File: src/rtl/vending_ctrl_param.sv
// vending_ctrl_param
//   Multi-product vending controller. Accumulates coin credit up to a ceiling,
//   vends one of N_PROD products through a ready/valid style handshake with
//   the product dispenser, and pays change or a cancel refund one coin at a
//   time (largest denomination first) through an ACK handshake with the coin
//   dispenser. Credit is kept in units of 10 cents.
//
// Ports
//   CLK         system clock, rising edge
//   RST_N       asynchronous active-low reset
//   COIN_VALID  coin inserted strobe; COIN_SEL gives its value
//               (00=10c, 01=20c, 10=50c, 11=100c)
//   SEL_VALID   product selection strobe; SEL_ID gives the product index
//   CANCEL      refund request strobe
//   VEND_READY  product dispenser accepts the pending vend
//   CHG_ACK     coin dispenser accepts the presented change coin
//   BEBIDA      vend request, held until VEND_READY; BEBIDA_ID is the product
//   CHG_VALID   change coin request; CHG_COIN is the coin value
//   CREDIT      current credit
//   COIN_REJ    one-cycle pulse, coin refused
//   SEL_REJ     one-cycle pulse, selection refused
//   BUSY        vend or change in progress
//
// States
//   IDLE   | no credit, waiting for a coin
//   HOLD   | credit > 0, waiting for coin / selection / cancel
//   VEND   | vend request presented, waiting for VEND_READY
//   CHANGE | paying back remaining credit one coin per CHG_ACK

module vending_ctrl_param #(
    parameter int                         CREDIT_W   = 8,
    parameter int                         N_PROD     = 4,
    parameter int                         SEL_W      = 2,
    parameter logic [N_PROD*CREDIT_W-1:0] PRICES     = {8'd15, 8'd12, 8'd8, 8'd5},
    parameter int                         MAX_CREDIT = 20
) (
    input  logic                CLK,
    input  logic                RST_N,
    input  logic                COIN_VALID,
    input  logic [1:0]          COIN_SEL,
    input  logic                SEL_VALID,
    input  logic [SEL_W-1:0]    SEL_ID,
    input  logic                CANCEL,
    input  logic                VEND_READY,
    input  logic                CHG_ACK,
    output logic                BEBIDA,
    output logic [SEL_W-1:0]    BEBIDA_ID,
    output logic                CHG_VALID,
    output logic [1:0]          CHG_COIN,
    output logic [CREDIT_W-1:0] CREDIT,
    output logic                COIN_REJ,
    output logic                SEL_REJ,
    output logic                BUSY
);

    typedef enum logic [1:0] {
        S_IDLE,
        S_HOLD,
        S_VEND,
        S_CHANGE
    } state_t;

    localparam logic [CREDIT_W:0] MAX_L = (CREDIT_W+1)'(MAX_CREDIT);

    state_t              state_q, state_d;
    logic [CREDIT_W-1:0] credit_q, credit_d;
    logic [CREDIT_W-1:0] price_q, price_d;
    logic [SEL_W-1:0]    sel_q, sel_d;
    logic                coin_rej_q, coin_rej_d;
    logic                sel_rej_q, sel_rej_d;

    logic [CREDIT_W:0]   coin_sum;
    logic [1:0]          chg_coin_w;
    logic [CREDIT_W-1:0] chg_units;
    logic [CREDIT_W-1:0] sel_price;
    logic                sel_ok;

    function automatic logic [CREDIT_W-1:0] coin_units(input logic [1:0] c);
        logic [CREDIT_W-1:0] u;
        case (c)
            2'b00:   u = CREDIT_W'(1);
            2'b01:   u = CREDIT_W'(2);
            2'b10:   u = CREDIT_W'(5);
            default: u = CREDIT_W'(10);
        endcase
        return u;
    endfunction

    // Largest denomination that does not exceed the remaining credit.
    function automatic logic [1:0] greedy_coin(input logic [CREDIT_W-1:0] c);
        logic [1:0] r;
        if (c >= CREDIT_W'(10))     r = 2'b11;
        else if (c >= CREDIT_W'(5)) r = 2'b10;
        else if (c >= CREDIT_W'(2)) r = 2'b01;
        else                        r = 2'b00;
        return r;
    endfunction

    // Out-of-range indices return 0; they are rejected by sel_ok anyway.
    function automatic logic [CREDIT_W-1:0] price_of(input logic [SEL_W-1:0] id);
        logic [CREDIT_W-1:0] p;
        p = '0;
        for (int i = 0; i < N_PROD; i++) begin
            if (int'(id) == i) p = PRICES[i*CREDIT_W +: CREDIT_W];
        end
        return p;
    endfunction

    always_comb begin
        coin_sum   = {1'b0, credit_q} + {1'b0, coin_units(COIN_SEL)};
        chg_coin_w = greedy_coin(credit_q);
        chg_units  = coin_units(chg_coin_w);
        sel_price  = price_of(SEL_ID);
        sel_ok     = (int'(SEL_ID) < N_PROD) && (credit_q >= sel_price);
    end

    always_ff @(posedge CLK or negedge RST_N) begin
        if (!RST_N) begin
            state_q    <= S_IDLE;
            credit_q   <= '0;
            price_q    <= '0;
            sel_q      <= '0;
            coin_rej_q <= 1'b0;
            sel_rej_q  <= 1'b0;
        end else begin
            state_q    <= state_d;
            credit_q   <= credit_d;
            price_q    <= price_d;
            sel_q      <= sel_d;
            coin_rej_q <= coin_rej_d;
            sel_rej_q  <= sel_rej_d;
        end
    end

    always_comb begin
        state_d    = state_q;
        credit_d   = credit_q;
        price_d    = price_q;
        sel_d      = sel_q;
        coin_rej_d = 1'b0;
        sel_rej_d  = 1'b0;

        case (state_q)
            S_IDLE, S_HOLD: begin
                // CANCEL only takes effect (and only pre-empts the other
                // strobes) when there is credit to refund.
                if (CANCEL && state_q == S_HOLD) begin
                    state_d    = S_CHANGE;
                    coin_rej_d = COIN_VALID;
                end else if (SEL_VALID) begin
                    if (sel_ok) begin
                        sel_d   = SEL_ID;
                        price_d = sel_price;
                        state_d = S_VEND;
                    end else begin
                        sel_rej_d = 1'b1;
                    end
                    coin_rej_d = COIN_VALID;
                end else if (COIN_VALID) begin
                    if (coin_sum <= MAX_L) begin
                        credit_d = coin_sum[CREDIT_W-1:0];
                        state_d  = S_HOLD;
                    end else begin
                        coin_rej_d = 1'b1;
                    end
                end
            end

            S_VEND: begin
                coin_rej_d = COIN_VALID;
                sel_rej_d  = SEL_VALID;
                if (VEND_READY) begin
                    credit_d = credit_q - price_q;
                    state_d  = (credit_d != '0) ? S_CHANGE : S_IDLE;
                end
            end

            S_CHANGE: begin
                coin_rej_d = COIN_VALID;
                sel_rej_d  = SEL_VALID;
                if (CHG_ACK) begin
                    credit_d = credit_q - chg_units;
                    if (credit_d == '0) state_d = S_IDLE;
                end
            end

            default: state_d = S_IDLE;
        endcase
    end

    // All outputs decode registered state, so they change only after an edge
    // (or immediately on reset).
    always_comb begin
        BEBIDA    = (state_q == S_VEND);
        BEBIDA_ID = BEBIDA ? sel_q : '0;
        CHG_VALID = (state_q == S_CHANGE);
        CHG_COIN  = CHG_VALID ? chg_coin_w : 2'b00;
        CREDIT    = credit_q;
        COIN_REJ  = coin_rej_q;
        SEL_REJ   = sel_rej_q;
        BUSY      = (state_q == S_VEND) || (state_q == S_CHANGE);
    end

endmodule

File: config.mk
export PLATFORM = sky130hd
export DESIGN_NAME = vending_ctrl_param
export DESIGN_NICKNAME = d
export VERILOG_FILES = /design/src/rtl/vending_ctrl_param.sv
export SDC_FILE = /design/constraint.sdc
export NUM_CORES = 1
export LEC_CHECK = 0
export ABC_AREA = 1
export CORE_ASPECT_RATIO = 1.4
export CORE_MARGIN = 3
export CORE_UTILIZATION = 52
export CTS_BUF_LIST = sky130_fd_sc_hd__clkbuf_4
export DETAILED_ROUTE_END_ITERATION = 10
export PLACE_DENSITY_LB_ADDON = 0.15
export SETUP_SLACK_MARGIN = 0.05
export SLEW_MARGIN = 20
export SYNTH_ARGS = -nofsm -noshare
export SYNTH_HDL_FRONTEND = slang
export SYNTH_SLANG_ARGS = --single-unit
File: constraint.sdc
create_clock -name CLK -period 2.8 [get_ports CLK]
set_input_delay 0.7 -clock CLK [delete_from_list [all_inputs] [get_ports CLK]]
set_output_delay 0.7 -clock CLK [all_outputs]
set_load 0.02 [all_outputs]
### Yosys cells after proc, flatten, opt, wreduce, memory -nomap -nowiden

Index checks and enable logic that the tools add are counted.
Widths: inputs -> output; s select.

* memory bits (writable): 0
* ROM bits: 0
* latch bits: 0
* word-level logic and storage cells: 85
* memories: 0
* input port bits: 11
* register bits: 22

* bitwise operators: 1
* add/subtract/negate cells: 3
* multiply operators: 0
* reductions and logical operators: 13
* divide/modulo/power cells: 0
* mux-type cells: 37
* order comparisons: 5
* shifts and indexed selects: 0
* eq/ne operators: 20

Operators with widths (count)
* $mux 8: 9
* $mux 2: 13
* $pmux 4 s3: 2
* $pmux 8 s3: 1
* $sub 8x8->8: 2
* $eq 2x2->1 const B: 6
* $ne 2x2->1 const B: 6
* $ne 4x4->1 const B: 3
* $reduce_and 6->1: 2
* $add 8x8->9: 1
* $le 9x5->1 const B: 1
* $eq 2x1->1 const B: 4
* $ge 8x2->1 const B: 1
* $ge 8x3->1 const B: 1
* $ge 8x4->1 const B: 1
* $ge 8x8->1: 1
* $logic_not 2->1: 4
* $logic_not 8->1: 1
* $mux 1: 8
* $reduce_bool 8->1: 1
* $pmux 2 s3: 1
* $pmux 1 s2: 2
* $reduce_and 4->1: 1
* $reduce_or 2->1: 2
* other kinds (5): 5

### Longest topological paths before layout

Gate-level depths: netlist of the first run.

* word-level depth: 11
* mapped depth: 24
* depth with buffers taken out: 23

### Worst setup path after synthesis of the first run

Ideal clock, no wire load.

* path type: flip-flop to flip-flop
* start point: reg credit_q[5] (netlist: CREDIT[5])
* end point: reg state_q[0]
* path slack: -0.312 ns
* stages on the path, launching flop included: 24
* arrival: 2.995 ns
* path buffers: 1
* library setup time: 0.117 ns
* required time: 2.683 ns
* path through: dfrtp_1 > buf_6 > clkinv_2 > nand2_2 > nor3_2 > inv_1 > nor2_1 > inv_1 > o21ai_0 > ha_1 > inv_1 > fa_1 > nand3_1 > nand3_1 > nand2_1 > nand3_1 > nor2_1 > nand2_1 > nand2_1 > nand2_1 > nor2_2 > nand2_1 > nand2_1 > nand2_1

* longest elaborated chain between the ends: 10

Ends and longest elaborated chain
* start, declared: line 66 `logic [CREDIT_W-1:0] credit_q, credit_d;`
* start signal, assigned: line 127 `credit_q <= credit_d;`
* $ge 8x2->1: line 94 `else if (c >= CREDIT_W'(2)) r = 2'b01;`
* $mux 1: line 94
* $mux 2: line 93 `else if (c >= CREDIT_W'(5)) r = 2'b10;`
* $mux 2: line 92 `if (c >= CREDIT_W'(10)) r = 2'b11;`
* $eq 2x2->1, or another cell as far along: line 80 `case (c)`
* $pmux 4 s3: line 80
* $sub 8x8->8: line 182 `credit_d = credit_q - chg_units;`
* $logic_not 8->1: line 183 `if (credit_d == '0) state_d = S_IDLE;`
* $ne 2x1->1 (no source line)
* $reduce_and 6->1 (no source line)
* end signal, assigned: line 126 `state_q <= state_d;`
* end, declared: line 65 `state_t state_q, state_d;`

Parallel ways exist; a longest one is shown, timed or not. The select of a mux whose other input is x is not followed.
A chain may end at the register's enable or synchronous reset.

### Final worst setup path of the first run

* start point: reg credit_q[6] (netlist: CREDIT[6])
* end point: reg state_q[0]

The elaborated chain is that of the path after synthesis.

==> flow_summary.toml, run 1 <==
[global_routing]
use_met2_pct = 49.4
grt_use_total_pct = 26.4
grt_pass1_wl_um = 10000
antenna_found_initial = 0
overflow = 0
grt_busiest_layer = "met2"
gr-usage-met1_pct = 31.5
use_met3_pct = 1.09
grt_max_degree = 19
grt_pass1_vias = 2325

[sta]
slew_headroom_pct = 62.8
hold_violations = 0
finalSetupViolCount = 1
clock_skew_ns = 0.00890
fin_ws_ns = -0.0139
rsz0062_at_grt = "true"
period_share_pct = 100
worst_pin_slew_ns = 0.557
min_period_ns = 2.81
max_freq_ghz = 0.355
drv_slew = 0

[drt]
post_drt_wl_per_cell_um = 14.4
drc = 0
antenna_left = 0
dr_total_vias = 2480
via_per_inst = 5.44
wl_um = 6550
drtPass1Iterations = 4
drt_iter0_markers = 150

[synth]
synth.largest_area_cell = "dfrtp_1"
yosys_warnings = 0
synth_edf_count = 0
yosys_register_bits = 18
seq_area_frac_synth_pct = 20.9
synth.most_common_cell = "nand2_1"
synth-async-reset-ratio_pct = 100
synthFlopType = "dfrtp_1"
synth_nets = 382
synthesis.area_um2 = 2150
synthTopCellsByCount = "nand2_1, inv_1, nand3_1"
syn-mean-instance-area_um2 = 6.16
synth_top_area_share_pct = 20.9
syn_inst = 349
synth_area_leaders = "dfrtp_1, nand2_1, nand3_1, ha_1, inv_1"
yosys.cell_types.count = 35

[floorplan]
io_pins = 28
dieArea_um2 = 4950
fp.dieW_um = 60.4
die_y_um = 82.1
row_count = 27
start_util_pct = 54.4
core_area_um2 = 3950

[clocking]
insertion_delay_ns = 0.31
htree_levels = 1
cts-root-buf = "clkbuf_4"
cts_num_sinks = 18
cts_buffers = 3
cts_tree = "built"
path_clk_slew_ns = 0.12
cts_buffer_depth = 2
hold_buffers = 0

[setup_path]
crit_family = "simple AND/OR/NAND/NOR gates"
reg2reg_from = "CREDIT[6]"
reg2reg_depth = 22
required_ns = 3.00
critPathMaxStageDelay_ns = 0.42
cp_slowest_cell = "dfrtp_2"
worstSetupEndpointType = "register"
crit_cells = 22
start_kind = "register"
worst-path-buf-inv = 4
cp_max_fo = 4
arrival_ns = 3.02
cp_cell_sequence = "inv_2 > nand2_4 > nor3_4 > inv_1 > nor2_2 > inv_2 > o21ai_4 > ha_2 > inv_2 > fa_2 > nor2_1 > nor2_1 > nor2_1 > nand3_1 > nor2_1 > nand2_1 > nand2_1 > nand2_2 > nor2_4 > nand2_2 > nand2_1 > nand2_1"
critical_path_class = "reg -> reg"
critPathCapture = "state_q[0]"
cp-startpoint = "CREDIT[6]"
r2r_slack_ns = -0.01
reg2reg_to = "state_q[0]"

[status]
status = "finished with violations"
violations = "negative setup slack"

[final_layout]
antenna_cells = 0
nets = 447
fin_util_pct = 75.1
drive_gt1_share_pct = 24.7
area_growth_syn_to_layout_pct = 38.0

[place]
hpwl_um = 4820
gp_congestion = 0.925
port_buffers = 27

[flow_run]
max_cap_violations = 0

[worst_hold_path]
hold_path_class = "reg -> reg"
hold_depth = 2
[worst min-delay path, delay by kind of cell (launching register included)]
kind / cells / cell delay [ns]
flip-flops: 1 / 0.36
AO/OA/AOI/OAI: 1 / 0.06
AND/OR/NAND/NOR: 1 / 0.05
[routing by layer]
layer	part of all wire, %	wire [um]
met1	40	2610
met2	53	3500
met3	4.4	287
met4	2.3	153
met5	0	0
[area by class of cell]
class	instances	area, um^2
Multi-Input combinational cell	266	1640
Fill cell	315	985
Timing Repair Buffer	67	571
Sequential cell	18	454
Inverter	58	223
Tap cell	43	53.8
Clock buffer	3	22.5
Clock inverter	1	3.75
[cell usage in the layout, fill, tap and decap left out, types with 2 or more instances in the layout]
| master | count |
|---|---|
| nor2_4 | 2 |
| o21ai_0 | 8 |
| ha_4 | 4 |
| inv_1 | 49 |
| nand2_4 | 2 |
| ha_2 | 2 |
| clkbuf_4 | 3 |
| o221ai_1 | 2 |
| nor2_1 | 30 |
| o211ai_1 | 2 |
| nor2_2 | 2 |
| dfrtp_1 | 15 |
| fa_2 | 2 |
| nand2_1 | 93 |
| nand3_1 | 45 |
| o21ai_1 | 2 |
| clkdlybuf4s50_1 | 24 |
| buf_4 | 39 |
| a21oi_1 | 9 |
| nand3_2 | 2 |
| o21ai_4 | 2 |
| dfrtp_2 | 3 |
| ha_1 | 13 |
| o22ai_1 | 2 |
| nand4_1 | 6 |
| inv_2 | 8 |
| xor2_1 | 2 |
| nand3_4 | 6 |
| nand2_2 | 19 |
[sequential cells by signal, indices dropped and copies added, names as in the netlist]
register	flops
sel_q	2
price_q	4
SEL_REJ	1
state_q	2
CREDIT	8
COIN_REJ	1
[stage by stage]
| stage | TNS (ns) | cell area (um^2) | worst slack (ns) | instances | hold slack (ns) |
|---|---|---|---|---|---|
| after floorplan | -0.0159 | 2180 | -0.0159 | 349 | 0.404 |
| after global placement | -2.18 | 2700 | -0.224 | 443 | 0.469 |
| after detailed placement | -2.63 | 2700 | -0.274 | 443 | 0.477 |
| after CTS | -0.0444 | 2760 | -0.0444 | 450 | 0.505 |
| after global routing | -0.512 | 2970 | -0.218 | 456 | 0.525 |
| final | -0.0139 | 2970 | -0.0139 | 456 | 0.503 |
[worst min path at each step]
stage               startpoint  slack, ns         end
floorplan                RST_N       0.40    COIN_REJ
global placement    price_q[2]       0.47  price_q[2]
detailed placement  price_q[3]       0.48  price_q[3]
CTS                 price_q[3]       0.51  price_q[3]
global route        price_q[3]       0.53  price_q[3]
finish                sel_q[1]       0.50    sel_q[1]
[cells by family (layout without fill, tap and decap cells)]
logic type / after synthesis / after routing / synth area share, %
buffers and inverters: 65 / 129 / 12.3
AO/OA/AOI/OAI: 30 / 30 / 8.14
flip-flops: 18 / 18 / 20.9
XOR/XNOR: 2 / 2 / 0.815
AND/OR/NAND/NOR: 212 / 212 / 44.0
adder cells (fa/ha/maj): 22 / 22 / 13.8
[repair_timing]
| item | 4_1_cts | 5_1_grt |
|---|---|---|
| setup endpoints to repair | 7 | 11 |
| resized for setup | 9 | 41 |
| hold endpoints to repair | 0 | 0 |
| pin swaps | 4 | 34 |
| buffers inserted | 3 | 9 |
Power of run 1 is not shown: default switching activity piles up to over one toggle a cycle in this logic, so the estimate is an artifact.
==> run 2: changes to the inputs <==
--- a/config.mk
+++ b/config.mk
@@ -6,7 +6,7 @@
 export NUM_CORES = 1
 export LEC_CHECK = 0
 export ABC_AREA = 1
-export CORE_ASPECT_RATIO = 1.4
+export CORE_ASPECT_RATIO = 0.5
 export CORE_MARGIN = 3
 export CORE_UTILIZATION = 52
 export CTS_BUF_LIST = sky130_fd_sc_hd__clkbuf_4
==> run 2 against run 1 <==
  * Non-clock buffer count decreased by 11
  * The run now ends clean
  * Design area decreased by 5.1%
  * First-iteration DRC count increased by 30%
  * Critical endpoint unchanged
  * Via count increased by 0.20%
  * Die area increased by 0.72%
  * Sequential share of layout area increased by 0.82 points
  * Largest cell class unchanged
  * Hold slack improved by 0.0023 ns
  * Utilization increased by 1.1 points
==> flow_summary.toml, run 2 (synthesized netlist as in run 1, its figures left out) <==
[setup_path]
start_kind = "register"
worst-path-buf-inv = 4
cp_cell_sequence = "inv_2 > nand2_4 > nor3_4 > inv_1 > nor2_2 > inv_2 > o21ai_2 > ha_2 > inv_2 > fa_2 > nand3_2 > nand3_2 > nand2_2 > nand3_1 > nor2_1 > nand2_1 > nand2_2 > nand2_4 > nor2_4 > nand2_1 > nand2_1 > nand2_1"
worstSetupEndpointType = "register"
cp-startpoint = "CREDIT[6]"
critPathMaxStageDelay_ns = 0.42
critical_path_class = "reg -> reg"
reg2reg_depth = 22
crit_family = "simple AND/OR/NAND/NOR gates"
arrival_ns = 2.97
crit_path_frequent_cell = "nand2_1"
crit_cells = 22
required_ns = 3.00
reg2reg_from = "CREDIT[6]"
cp_max_fo = 4
cp_slowest_cell = "dfrtp_2"

[floorplan]
die_y_um = 51.5
start_util_pct = 58.2
dieArea_um2 = 4990
io_pins = 28
core_area_um2 = 3700
row_count = 15
fp.dieW_um = 97.0

[final_layout]
nets = 436
antenna_cells = 0
largest_register_ffs = 8
area_growth_syn_to_layout_pct = 31.0
final_cell_mix = "nand2_1, inv_1, nand3_1, buf_4, nor2_1"
drive_gt1_share_pct = 20.1
mostFrequentLayoutCell = "nand2_1"

[clocking]
cts-root-buf = "clkbuf_4"
cts_tree = "built"
hold_buffers = 0
cts_buffers = 3
insertion_delay_ns = 0.29
cts_num_sinks = 18
path_clk_slew_ns = 0.10
cts_buffer_depth = 2
htree_levels = 1

[drt]
dr_total_vias = 2485
via_per_inst = 5.49
drt_iter0_markers = 195
wl_um = 6580
post_drt_wl_per_cell_um = 14.5
antenna_left = 0
drtPass1Iterations = 6
drc = 0

[worst_hold_path]
hold_path_class = "reg -> reg"
hold_depth = 2
hp-start = "sel_q[0]"

[sta]
period_share_pct = 99.2
max_freq_ghz = 0.360
worst_pin_slew_ns = 0.840
slew_headroom_pct = 43.8
finalSetupViolCount = 0
clock_skew_ns = 0.00203
hold_violations = 0
tns_ns = 0
min_period_ns = 2.78
rsz0062_at_grt = "true"
drv_slew = 0

[place]
hpwl_um = 5070
gp_congestion = 0.959
port_buffers = 27

[global_routing]
grt_max_degree = 19
grt_use_total_pct = 26.6
overflow = 0
grt_pass1_vias = 2246
grt_pass1_wl_um = 10500
antenna_found_initial = 0

[status]
status = "finished, final reports clean"

[flow_run]
max_cap_violations = 0
run 2: metal layers:
layer,routed length (um),track usage (%)
met5,0,0
met1,3000,37.3
met3,727,5.45
met4,46,3.03
met2,2800,43.7
run 2: worst min-delay path: cells and delay by family (launching register included):
kind | cells | cell delay (ns)
DFF | 1 | 0.36
and+or+nand+nor | 1 | 0.05
AOI/OAI and AO/OA | 1 | 0.07
run 2: final timing paths:
check                             end  slack, ns
min                          sel_q[0]       0.51
max                        state_q[0]       0.02
max in group asynchronous   CREDIT[5]       1.35
min reg2reg                  sel_q[0]       0.51
max reg2reg                state_q[0]       0.02
min in group asynchronous  price_q[1]       0.88
run 2: through the flow:
step	util, %	hold WS (ns)	setup WS [ns]	area (um^2)	cells
after floorplan	-	0.404	-0.0159	2180	349
after global placement	71.5	0.471	-0.231	2650	443
after detailed placement	71.5	0.481	-0.281	2650	443
after CTS	73.0	0.508	0.0556	2700	448
after global routing	76.2	0.545	-0.257	2820	453
final	76.2	0.506	0.0220	2820	453
run 2: area by class of cell:
cell class / count / area (um^2)
inverters: 58 / 223
fillers: 300 / 880
repair buffers: 56 / 483
clock buffers: 3 / 22.5
well taps: 51 / 63.8
clock inverters: 1 / 3.75
multi-input cells: 266 / 1570
flip-flops and latches: 18 / 454
run 2: timing repair:
item,4_1_cts,5_1_grt
gates cloned,0,0
endpoints found under the setup margin,8,13
resized for setup,8,25
pin swaps,6,21
buffers inserted,1,5
Power of run 2 is left out for the same reason.
==> RTL change 1 (config.mk and constraints of run 2) <==
Set the parameter `N_PROD` to 5 (it was 4).
--- a/src/rtl/vending_ctrl_param.sv
+++ b/src/rtl/vending_ctrl_param.sv
@@ -31,3 +31,3 @@
     parameter int                         CREDIT_W   = 8,
-    parameter int                         N_PROD     = 4,
+    parameter int                         N_PROD     = 5,
     parameter int                         SEL_W      = 2,
Formal check against the unedited RTL: equivalent (Yosys induction, for registers that start in step).
==> RTL change 1 against run 2 <==
- routed wire length grew 4.6%
- worst setup slack worse by 0.13 ns
- count of clock-buffer cells in the layout unchanged
- highest routed layer unchanged
- largest cell class unchanged
- sequential share of layout area decreased by 0.30 points
- area after synthesis decreased by 3.8%
- critical endpoint unchanged
- sequential cell count stayed put
- final area is 1.6% higher
- the flow now finishes with violations (negative setup slack)
- cell count fell by 7.3%
Power is left out: the tool's default activity adds up to more than one toggle a clock period on the data nets, which glitch-free logic cannot reach.
==> RTL change 1: results (changes against run 2) <==
| Metric | Value |
|---|---|
| Initial DRC count | 199 (+2.1%) |
| Delay of the slowest cell on the worst path | 0.44 ns (+0.02 ns) |
| Dpl hpwl | 4.69 mm (-7.5%) |
| Avg Synthesized Cell Area | 6.79 um2 (+10%) |
| Top FF cell, synth | dfrtp_1 |
| Post-Route WL | 6.88 mm (+4.6%) |
| First-pass DRT Iterations | 5 (-1) |
| First-pass GRT wire length | 10.4 mm (-1.5%) |
| Worst-case reg-to-reg path depth | 21 (-4.5%) |
| Top cells by area, synth | dfrtp_1, nand2_1, ha_1 |
| Post-Route Setup TNS | -0.225 ns (-0.225 ns) |
| Final worst setup slack | -0.111 ns (-0.133 ns) |
| GPL Wtd Cong | 0.895 (-6.6%) |
| Final setup fails | 3 (+3) |
| Critical Path AT | 3.12 ns (+0.15 ns) |
| GR Util met3 | 6.44% (+0.99 points) |
| Fillers | 268 (-11%) |
| Min Hold Slack | 0.496 ns (-0.00942 ns) |
| Crit path launch type | flop |
| Failing checks | negative setup slack |
| Hold Crit Start | price_q[2] |
| Number of cells in the finished layout apart from fillers | 420 (-7.3%) |
| Share of cells above drive strength 1 | 28.7% (+8.6 points) |
| Vias | 2418 (-2.7%) |
| Outcome | finished with violations |
| Worst Max-Slew Pin Slew | 0.493 ns (-0.347 ns) |
| Largest net degree at the start of global routing | 19 (unchanged) |
| H-tree depth | 1 (unchanged) |
| Yosys warnings | 0 (unchanged) |
| Worst-path clk slew | 0.11 ns |
| GRT Total Usage | 28.1% (+1.5 points) |
| Number of global-route vias before repair | 2195 (-2.3%) |
| CTS buffer count | 3 (unchanged) |
| FFs w/ async S/R, synth | 100% (unchanged) |
| Initial antenna violation count | 0 (unchanged) |
| Worst-path maximum fanout | 3 (-1) |
| WHS Endpoint | price_q[2] |
| Dpl cells | 406 (-8.4%) |
| R2r endpoint | state_q[0] |
| Leading cell types by count after synthesis | nand2_1, inv_1, nor2_1, nand3_1, ha_1 |
| Placed Area | 2610 um2 (-1.3%) |
| Netlist cell types | 32 (-8.6%) |
| Clk_lat worst skew | 0.31 ns (+0.02 ns) |
| Worst r2r src | CREDIT[6] |
| GR Util met1 | 38.1% (+0.75 points) |
| NumNets Final | 403 (-7.6%) |
| Hold WC Path Type | flop to flop |
| Met2 Usage GRT | 44.7% (+1.0 points) |
| Clock skew | 0.00563 ns (+0.00360 ns) |
| Synth Net Count | 338 (-12%) |
| Sequential fraction of the synthesis area | 21.8% (+0.82 points) |
[RTL change 1: cell types whose count changed in the layout (fill, tap and decap cells not counted), sizes merged, moves of 3 or more]
cell,before,now
nand2,114,87
o21ai,13,23
nand3,53,28
buf,29,40
inv,57,44
a221oi,0,3
a21oi,9,13
[RTL change 1: logic make-up after synthesis]
| group | share of synthesized area (%) |
|---|---|
| buffers and inverters | 12.6 |
| and+or+nand+nor | 35.0 |
| adders and majority gates | 14.4 |
| DFF | 21.8 |
| AOI/OAI and AO/OA | 14.6 |
| xor gates and xnor gates | 1.63 |
[RTL change 1: worst max-delay path by stage]
stage / endpoint / cells after the start
global placement: CREDIT[6] / 19
detailed placement: CREDIT[4] / 19
CTS: state_q[0] / 21
finish: state_q[0] / 21
global route: state_q[0] / 22
floorplan: state_q[0] / 23
[RTL change 1: cell type report]
class / instances / area share, %
clock inverter: 1 / 0.131
tap: 51 / 2.23
clock buffer: 3 / 0.786
timing repair buffer: 67 / 19.7
multi-input combinational: 234 / 54.1
inverter: 46 / 7.21
sequential: 18 / 15.8
[RTL change 1: metrics by stage]
stage / worst slack [ns] / util, %
after global routing: -0.287 / 79.1
after detailed placement: -0.418 / 72.1
after CTS: 0.0498 / 74.2
after floorplan: -0.0441 / -
final: -0.111 / 79.1
after global placement: -0.289 / 72.1
[RTL change 1: timing repair]
action                                  4_1_cts  5_1_grt
pin swaps                                     9       20
cloned                                        0        1
resized for setup                             4       37
buffers inserted                              5        4
endpoints found under the setup margin       11       12
[RTL change 1: routing by layer]
| layer | part of all wire (%) | wire (um) |
|---|---|---|
| met1 | 41 | 2830 |
| met5 | 0 | 0 |
| met2 | 45 | 3080 |
| met3 | 10 | 688 |
| met4 | 4.0 | 276 |
==> RTL change 2 (config.mk and constraints of run 2) <==
Made on the original files. Reset style: synchronous (`RST_N`), changed in one clocked block. Comments in the files are not updated.
--- a/src/rtl/vending_ctrl_param.sv
+++ b/src/rtl/vending_ctrl_param.sv
@@ -116,3 +116,3 @@
 
-    always_ff @(posedge CLK or negedge RST_N) begin
+    always_ff @(posedge CLK) begin
         if (!RST_N) begin
Function: differs if RST_N is asserted again (counterexample within 4 cycles, from zero or initial values and one cycle with RST_N low); with RST_N held inactive, the same outputs for 4 cycles.
==> RTL change 2 against run 2 <==
- largest cell class unchanged
- count of clock-buffer cells in the layout did not move
- worst setup slack gained 0.017 ns
- sequential share of layout area down 2.8 points
- routed wire length is 4.5% lower
- sequential cell count stayed put
- final area decreased by 3.2%
- critical endpoint is now state_q[0]
- area after synthesis decreased by 8.9%
==> RTL change 2: results (changes against run 2) <==
| Metric | Value |
|---|---|
| GRT Total Usage | 27.1% (+0.55 points) |
| Outcome | completed |
| Worst-case reg-to-reg path depth | 18 (-18%) |
| Vias/cell | 5.41 (-1.3%) |
| Avg Synthesized Cell Area | 6.10 um2 (-0.95%) |
| Post-Route WL | 6.28 mm (-4.5%) |
| Number of global-route vias before repair | 2127 (-5.3%) |
| Clock skew | 0.0126 ns (+0.0106 ns) |
| Hold Crit Start | sel_q[0] |
| Wirelength per Cell | 14.4 um (-1.0%) |
| WHS Endpoint | sel_q[0] |
| FFs w/ async S/R, synth | 0% (-100 points) |
| Top FF cell, synth | dfxtp_1 |
| Worst r2r src | CREDIT[4] |
| Resized cells post-CTS | 7 (-1) |
| Min Hold Slack | 0.473 ns (-0.0330 ns) |
| First-pass DRT Iterations | 4 (-2) |
| Clk_lat worst skew | 0.32 ns (+0.03 ns) |
| Synth Net Count | 354 (-7.3%) |
| Reg2reg setup slack | 0.04 ns (+0.02 ns) |
| R2r endpoint | state_q[0] |
| Initial DRC count | 267 (+37%) |
| Worst-path clk slew | 0.14 ns (+0.04 ns) |
| Sequential fraction of the synthesis area | 18.4% (-2.6 points) |
| Worst Max-Slew Pin Slew | 0.694 ns (-0.146 ns) |
| Post-CTS Setup Repair Bufs | 0 (-1) |
| NumNets Final | 420 (-3.7%) |
| Top cells by area, synth | dfxtp_1, nand2_1, ha_1 |
RTL change 2: cell count changes in the layout (fill, tap and decap cells not counted), sizes merged, moves of 2 or more:
cell | run 2 | this run
a21oi | 9 | 23
nor2 | 34 | 41
nand3 | 53 | 32
nor3 | 2 | 4
or2 | 2 | 0
o221ai | 2 | 0
nand2 | 114 | 85
dfrtp | 18 | 0
buf | 29 | 40
dfxtp | 0 | 18
inv | 57 | 54
o21ai | 13 | 15
o22ai | 2 | 4
RTL change 2: cells by family (layout without fill, tap and decap cells):
kind of cell               Yosys count  in the layout  synth area share, %
AOI/OAI and AO/OA                   47             47                 13.2
xor gates and xnor gates             3              3                 1.34
adders and majority gates           22             22                 15.2
buffers and inverters               61            125                 12.5
DFF                                 18             18                 18.4
and+or+nand+nor                    170            171                 39.4
RTL change 2: where the power goes:
group	switching (mW)	internal, mW	total, mW
Sequential	0.0584	0.359	0.417
Combinational	2.00	1.36	3.36
Clock	0.105	0.0523	0.158
RTL change 2: routing by layer:
metal,vias up,part of all wire (%),GRT usage (%)
li1,1167,-,-
met1,1055,45,38.8
met2,131,43,41.5
met3,12,11,6.01
met4,0,1.1,5.84
met5,-,0,0
RTL change 2: through the flow:
stage,instance area (um2),setup slack (ns),util [%],setup TNS [ns]
2_1_floorplan,1960,0.0913,-,0
3_3_place_gp,2510,-0.298,71.1,-2.80
3_5_place_dp,2510,-0.408,71.1,-3.72
4_1_cts,2560,0.0595,72.7,0
5_1_grt,2730,-0.0947,77.3,-0.172
6_report,2730,0.0390,77.3,0
RTL change 2: cell type report:
cell class                      count  area, um2
Inverter                           54        203
Sequential cell                    18        364
Clock inverter                      1       3.75
Timing Repair Buffer               67        576
Multi-Input combinational cell    243       1500
Clock buffer                        3       22.5
Tap cell                           51       63.8
Fill cell                         281        801
RTL change 2: how the worst max path moves through the flow:
| stage | start | endpoint | cells after the start |
|---|---|---|---|
| after floorplan | CREDIT[4] | state_q[0] | 19 |
| after global placement | COIN_SEL[0] | CREDIT[7] | 17 |
| after detailed placement | COIN_SEL[0] | CREDIT[7] | 17 |
| after CTS | CREDIT[6] | state_q[0] | 18 |
| after global routing | CREDIT[4] | state_q[0] | 18 |
| final | CREDIT[4] | state_q[0] | 18 |
RTL change 2: worst max-delay path, cell delays in order (launching register included):
cell	delay, ns
dfxtp_2	0.35
inv_1	0.09
nand2_1	0.12
nor2_4	0.19
nand3_2	0.09
nand2_1	0.10
o21ai_1	0.08
ha_1	0.37
buf_4	0.16
xor2_1	0.17
nor2_1	0.12
nand3_1	0.12
nor2_2	0.15
a21oi_2	0.07
nor2_2	0.15
nand3_2	0.11
nand2_2	0.08
nand2_1	0.05
nor2_1	0.11
